==> config.mk <==
export PLATFORM = sky130hd
export DESIGN_NAME = unsigned_seq_divider_16by8
export DESIGN_NICKNAME = d
export VERILOG_FILES = /design/src/rtl/div_pkg.sv /design/src/rtl/div_restore_step.sv /design/src/rtl/unsigned_seq_divider_16by8.sv
export SDC_FILE = /design/constraint.sdc
export NUM_CORES = 1
export LEC_CHECK = 0
export ABC_AREA = 1
export CORE_MARGIN = 4
export CORE_UTILIZATION = 30
export CTS_CLUSTER_SIZE = 16
export DETAILED_ROUTE_END_ITERATION = 7
export HOLD_SLACK_MARGIN = 0.08
export SYNTH_ARGS = -nofsm -noshare
export SYNTH_HDL_FRONTEND = slang
export SYNTH_SLANG_ARGS = --single-unit
export TNS_END_PERCENT = 100
==> constraint.sdc <==
create_clock -name clk -period 2.29 [get_ports clk]
set_clock_uncertainty 0.2 [all_clocks]
set_input_delay 0.5725 -clock clk [delete_from_list [all_inputs] [get_ports clk]]
set_output_delay 0.5725 -clock clk [all_outputs]
set_load 0.05 [all_outputs]
==> src/rtl/div_pkg.sv <==
// Shared types and width constants for the unsigned sequential divider.
package div_pkg;

  localparam int W_DEF       = 8;
  localparam int TRUNC_L_DEF = 2;
  localparam int DVD_W_DEF   = 2 * W_DEF;
  localparam int CNT_W_DEF   = $clog2(DVD_W_DEF);

  // Quotient reported for a zero divisor at the default width.
  localparam logic [DVD_W_DEF-1:0] DBZ_QUOT = '1;

  typedef enum logic [1:0] {
    IDLE = 2'd0,
    CALC = 2'd1,
    DONE = 2'd2
  } state_t;

  // Iteration counter width for a given divisor width.
  function automatic int cnt_width(input int w);
    return $clog2(2 * w);
  endfunction

endpackage

==> src/rtl/div_restore_step.sv <==
// One radix-2 restoring division step: shift in the next dividend bit,
// trial-subtract the divisor and keep or restore the partial remainder.
module div_restore_step #(
  parameter int W = 8
) (
  input  logic [W:0]   rem_in,
  input  logic         bit_in,
  input  logic [W-1:0] divisor,
  output logic [W:0]   rem_out,
  output logic         q_bit
);

  logic [W+1:0] shifted;
  logic [W+1:0] diff;

  // The partial remainder is always below the divisor, so the shifted value
  // fits in W+1 bits and bit W+1 of the difference is a clean borrow flag.
  always_comb begin
    shifted = {rem_in, bit_in};
    diff    = shifted - {2'b00, divisor};
    q_bit   = ~diff[W+1];
    rem_out = q_bit ? diff[W:0] : shifted[W:0];
  end

endmodule

==> src/rtl/unsigned_seq_divider_16by8.sv <==
// Iterative restoring divider: 2*W-bit dividend / W-bit divisor, one quotient
// bit per cycle, valid/ready handshake on both sides.
// Build option APPROX_DIV_EN: skip the TRUNC_L lowest quotient bits (forced
// to zero) and report a zero remainder.
//
// state | meaning
// IDLE  | waiting for a request, in_ready high
// CALC  | one restoring step per cycle, counter counts down to 0
// DONE  | result registered on the first cycle, then held with out_valid
module unsigned_seq_divider_16by8
  import div_pkg::*;
#(
  parameter int W       = W_DEF,
  parameter int TRUNC_L = TRUNC_L_DEF
) (
  input  logic           clk,
  input  logic           rst,
  input  logic           in_valid,
  output logic           in_ready,
  input  logic [2*W-1:0] dividend,
  input  logic [W-1:0]   divisor,
  output logic           out_valid,
  input  logic           out_ready,
  output logic [2*W-1:0] quotient,
  output logic [W-1:0]   remainder,
  output logic           div_by_zero
);

  localparam int DW = 2 * W;
  localparam int CW = cnt_width(W);

`ifdef APPROX_DIV_EN
  localparam int TRUNC_EFF = TRUNC_L;
`else
  // Exact build: every quotient bit is computed whatever TRUNC_L says.
  localparam int TRUNC_EFF = 0 * TRUNC_L;
`endif

  localparam logic [CW-1:0] CNT_START = CW'(DW - TRUNC_EFF - 1);

  state_t         state_q, state_d;
  logic [CW-1:0]  cnt_q;
  logic [W:0]     rem_q;
  logic [DW-1:0]  dvd_q;
  logic [W-1:0]   dvs_q;
  logic           dbz_q;

  logic [W:0]     step_rem;
  logic           step_q;
  logic [DW-1:0]  q_res;
  logic [W-1:0]   r_res;

  div_restore_step #(.W(W)) u_step (
    .rem_in  (rem_q),
    .bit_in  (dvd_q[DW-1]),
    .divisor (dvs_q),
    .rem_out (step_rem),
    .q_bit   (step_q)
  );

  // Result formatting; in the approximate build the remaining dividend bits
  // above the computed quotient bits are shifted out.
  always_comb begin
    q_res = dbz_q ? dvd_q : (dvd_q << TRUNC_EFF);
`ifdef APPROX_DIV_EN
    r_res = dbz_q ? rem_q[W-1:0] : '0;
`else
    r_res = rem_q[W-1:0];
`endif
  end

  // State register.
  always_ff @(posedge clk or posedge rst) begin
    if (rst) state_q <= IDLE;
    else     state_q <= state_d;
  end

  // Next-state decode and request-side ready.
  always_comb begin
    state_d  = state_q;
    in_ready = 1'b0;
    case (state_q)
      IDLE: begin
        in_ready = 1'b1;
        if (in_valid) state_d = (divisor == '0) ? DONE : CALC;
      end
      CALC: begin
        if (cnt_q == '0) state_d = DONE;
      end
      DONE: begin
        if (out_valid && out_ready) state_d = IDLE;
      end
      default: state_d = IDLE;
    endcase
  end

  // Operand capture, iteration datapath and held result registers.
  always_ff @(posedge clk or posedge rst) begin
    if (rst) begin
      cnt_q       <= '0;
      rem_q       <= '0;
      dvd_q       <= '0;
      dvs_q       <= '0;
      dbz_q       <= 1'b0;
      out_valid   <= 1'b0;
      quotient    <= '0;
      remainder   <= '0;
      div_by_zero <= 1'b0;
    end else begin
      case (state_q)
        IDLE: begin
          if (in_valid) begin
            dvs_q       <= divisor;
            div_by_zero <= 1'b0;
            if (divisor == '0) begin
              dbz_q <= 1'b1;
              dvd_q <= {DW{1'b1}};
              rem_q <= {1'b0, dividend[W-1:0]};
              cnt_q <= '0;
            end else begin
              dbz_q <= 1'b0;
              dvd_q <= dividend;
              rem_q <= '0;
              cnt_q <= CNT_START;
            end
          end
        end
        CALC: begin
          rem_q <= step_rem;
          dvd_q <= {dvd_q[DW-2:0], step_q};
          if (cnt_q != '0) cnt_q <= cnt_q - 1'b1;
        end
        DONE: begin
          if (!out_valid) begin
            out_valid   <= 1'b1;
            quotient    <= q_res;
            remainder   <= r_res;
            div_by_zero <= dbz_q;
          end else if (out_ready) begin
            out_valid <= 1'b0;
          end
        end
        default: ;
      endcase
    end
  end

endmodule

==> qor.txt <==
Worst setup EP type: output pin
crit path kind: flip-flop to output pin
Buffers & Inverters on Critical Path: 1
CTS H-tree lvls: 3
die area: 13800 sq um
Int Pwr: 0.00411 W
DR iter-0 viols: 156
largest net degree at the start of global routing: 50
Synth area leaders: dfrtp_1, nand2_1, inv_1
largest family of logic cells by synthesized area: simple AND/OR/NAND/NOR gates
Post-Syn Instances: 445
Die X: 118 um
Site Rows: 39
final-report setup violation count: 0
highest clock rate: 444 MHz
pins over their slew limit: 0
core area: 11600 sq um
Tightest Pin Transition: 0.508 ns
Sw Pwr: 0.00402 W
number of global-route vias before repair: 3112
HPWL after DPL: 6.65 mm
CTS Buf Count: 9
CP top delay family: buffers and inverters
Synth Cell Area: 3600 sq um
crit path cell chain: clkdlybuf4s50_1
All-Layer GR Usage: 13.7%
first-pass GRT wire length: 15.6 mm
Antenna Nets Post-Route: 0
fillcell total: 1175
Required @ worst endpoint: 1.52 ns
starting density of the core: 31.1%
Synth Area in Compound Gates: 15.5%
Clk pwr share: 17.1%
PwrDens: 1770 nW/um^2
Die Height: 118 um
CP peak stage delay: 0.80 ns
grt ovf: 0
Vias: 3002
sequential fraction of the synthesis area: 45.9%
CTS root buf: clkbuf_16
CTS Buffer Depth: 2
post-CTS setup buffer count: 0
Seq pwr share: 24.4%
max_slew headroom: 66.1%
Synth Register Bits: 66
largest area contributor in the synthesized netlist: dfrtp_1
I/O pin count: 55
DRC Markers: 0
RD Place Congestion: 0.832
sum of negative setup slack: 0 ns
Pre-antenna DRT Iters: 4
Min Clock Period, post-route: 2.25 ns
Tcrit/Tclk final: 98.4%
Sequential Area: 1650 sq um
type of origin of the critical path: flip-flop
layout cells sized above 1: 15.2%
status: finished clean
final hold viol count: 0
Netlist cell types: 31
crit path max-delay cell type: clkdlybuf4s50_1
synthesized net count: 483
IO buf count: 54
sw frac: 49.4%
utilization after layout: 39.7%
LEAKAGE: 2.29 nW
Avg WL per Cell: 13.8 um
clock sink count: 66
TritonCTS clock tree: built
CTS clk-pin slew, worst paths: 0.06 ns
Routed WL: 8.95 mm
number of nets in the layout: 539
mux contribution to synthesized area: 0%
post-synth top area share: 45.9%
CP max FO: 2
number of diodes: 0
max-cap violations: 0
Adder-Cell Fraction of Synth Area: 3.68%
Area Overhead vs Synth: 27.5%
logic gate share of total power: 58.5%
Mean Syn Cell Area: 8.09 sq um
warnings from Yosys: 0
Avg Vias per Cell: 4.63
Skew-Pair Late Insertion Delay: 0.34 ns
HP Class: flip-flop to flip-flop
Tot Pwr: 0.00813 W
Multi-input gate area: 1560 sq um
post-synthesis xor/xnor area fraction: 0.730%
RSZ-0062 raised after global routing: no
antenna violations before repair: 0
arrival time at the worst endpoint: 1.48 ns
Worst VDD drop: 0.000724 V
post-synthesis simple-gate area fraction: 23.2%
Yosys cell counts (all sizes together):
| cell type | number |
|---|---|
| clkbuf | 8 |
| o21ai | 59 |
| a31oi | 2 |
| fa | 1 |
| a21oi | 14 |
| nor2 | 23 |
| nand3 | 43 |
| buf | 8 |
| xor2 | 3 |
| nand4 | 4 |
| o221ai | 15 |
| dfrtp | 66 |
| o22ai | 1 |
| ha | 9 |
| inv | 83 |
| nand2 | 106 |
placed cells by master (no fill, tap or decap), types with 3 or more instances in the layout:
cell and count:
nand3_1 41, dfrtp_1 66, o21ai_0 53, o21ai_1 6
xor2_1 3, a21oi_2 8, inv_1 77, nand2_2 4
clkbuf_16 9, a21oi_1 5, nor2_1 17, inv_6 3
nor2_4 5, clkdlybuf4s50_1 28, inv_2 4, buf_4 27
o221ai_1 15, dlymetal6s2s_1 3, buf_12 3, nand2_1 100
ha_1 9
path summary, 6_finish.rpt:
check	to	from	slack [ns]	cells past startpoint
max	quotient[12]	quotient[12]$_DFFE_PP0P_	0.04	1
min	quotient[13]$_DFFE_PP0P_	quotient[13]$_DFFE_PP0P_	0.28	2
max reg2reg	rem_q[4]$_DFFE_PP0P_	dvs_q[0]$_DFFE_PP0P_	0.18	10
min reg2reg	quotient[13]$_DFFE_PP0P_	quotient[13]$_DFFE_PP0P_	0.28	2
max in group asynchronous	rem_q[5]$_DFFE_PP0P_	rst	1.08	3
min in group asynchronous	dvs_q[1]$_DFFE_PP0P_	rst	0.34	2
area by class of cell:
type                       count  share of cell area [%]
tap                          143                    3.90
timing repair buffer          61                    12.7
clock buffer                   9                    4.91
inverter                      83                    6.93
multi-input combinational    280                    34.0
sequential                    66                    36.0
clock inverter                 7                    1.61
flip-flops by register name, summed over array words and instances, names as in the netlist:
name / cells
div_by_zero: 1
dvs_q: 8
cnt_q: 4
out_valid: 1
dbz_q: 1
quotient: 16
remainder: 8
state_q: 2
dvd_q: 16
rem_q: 9
kinds of logic (layout without fill, tap and decap cells):
kind of cell / after synthesis / count (layout)
compound gates: 91 / 91
xor+xnor: 3 / 3
fa+ha+maj: 10 / 10
buf+inv: 99 / 160
flops: 66 / 66
simple gates: 176 / 176
what timing repair did:
item | CTS | global route
hold endpoints to repair | 0 | 0
setup endpoints to repair | 0 | 10
hold buffers | 0 | 0
resized for setup | 0 | 4
power by group through the flow:
stage / logic [W] / clock network [W] / registers, W
finish: 0.00476 / 0.00139 / 0.00198
global route: 0.00534 / 0.00148 / 0.00205
CTS: 0.00478 / 0.00142 / 0.00199
detailed placement: 0.00474 / 0 / 0.00200
global placement: 0.00469 / 0 / 0.00199
floorplan: 0.00298 / 0 / 0.00262
metrics by stage:
step / hold slack [ns] / cell area (sq um) / cells / setup slack (ns)
CTS: 0.282 / 4570 / 649 / 0.00606
global placement: 0.268 / 4270 / 633 / -0.0334
finish: 0.276 / 4590 / 649 / 0.0360
detailed placement: 0.270 / 4270 / 633 / -0.102
global route: 0.313 / 4590 / 649 / 0.00421
floorplan: 0.248 / 3600 / 445 / 0.138
routing by layer:
layer | part of all wire (%) | wire, um | global-route usage [%] | vias to the layer above
met5 | 0 | 0 | 0 | -
met4 | 1.1 | 102 | 3.74 | 0
met3 | 3.3 | 297 | 3.46 | 10
met2 | 47 | 4170 | 22.5 | 49
met1 | 49 | 4380 | 18.1 | 1394
li1 | - | - | - | 1549
Power figures use the tool's default switching activity.
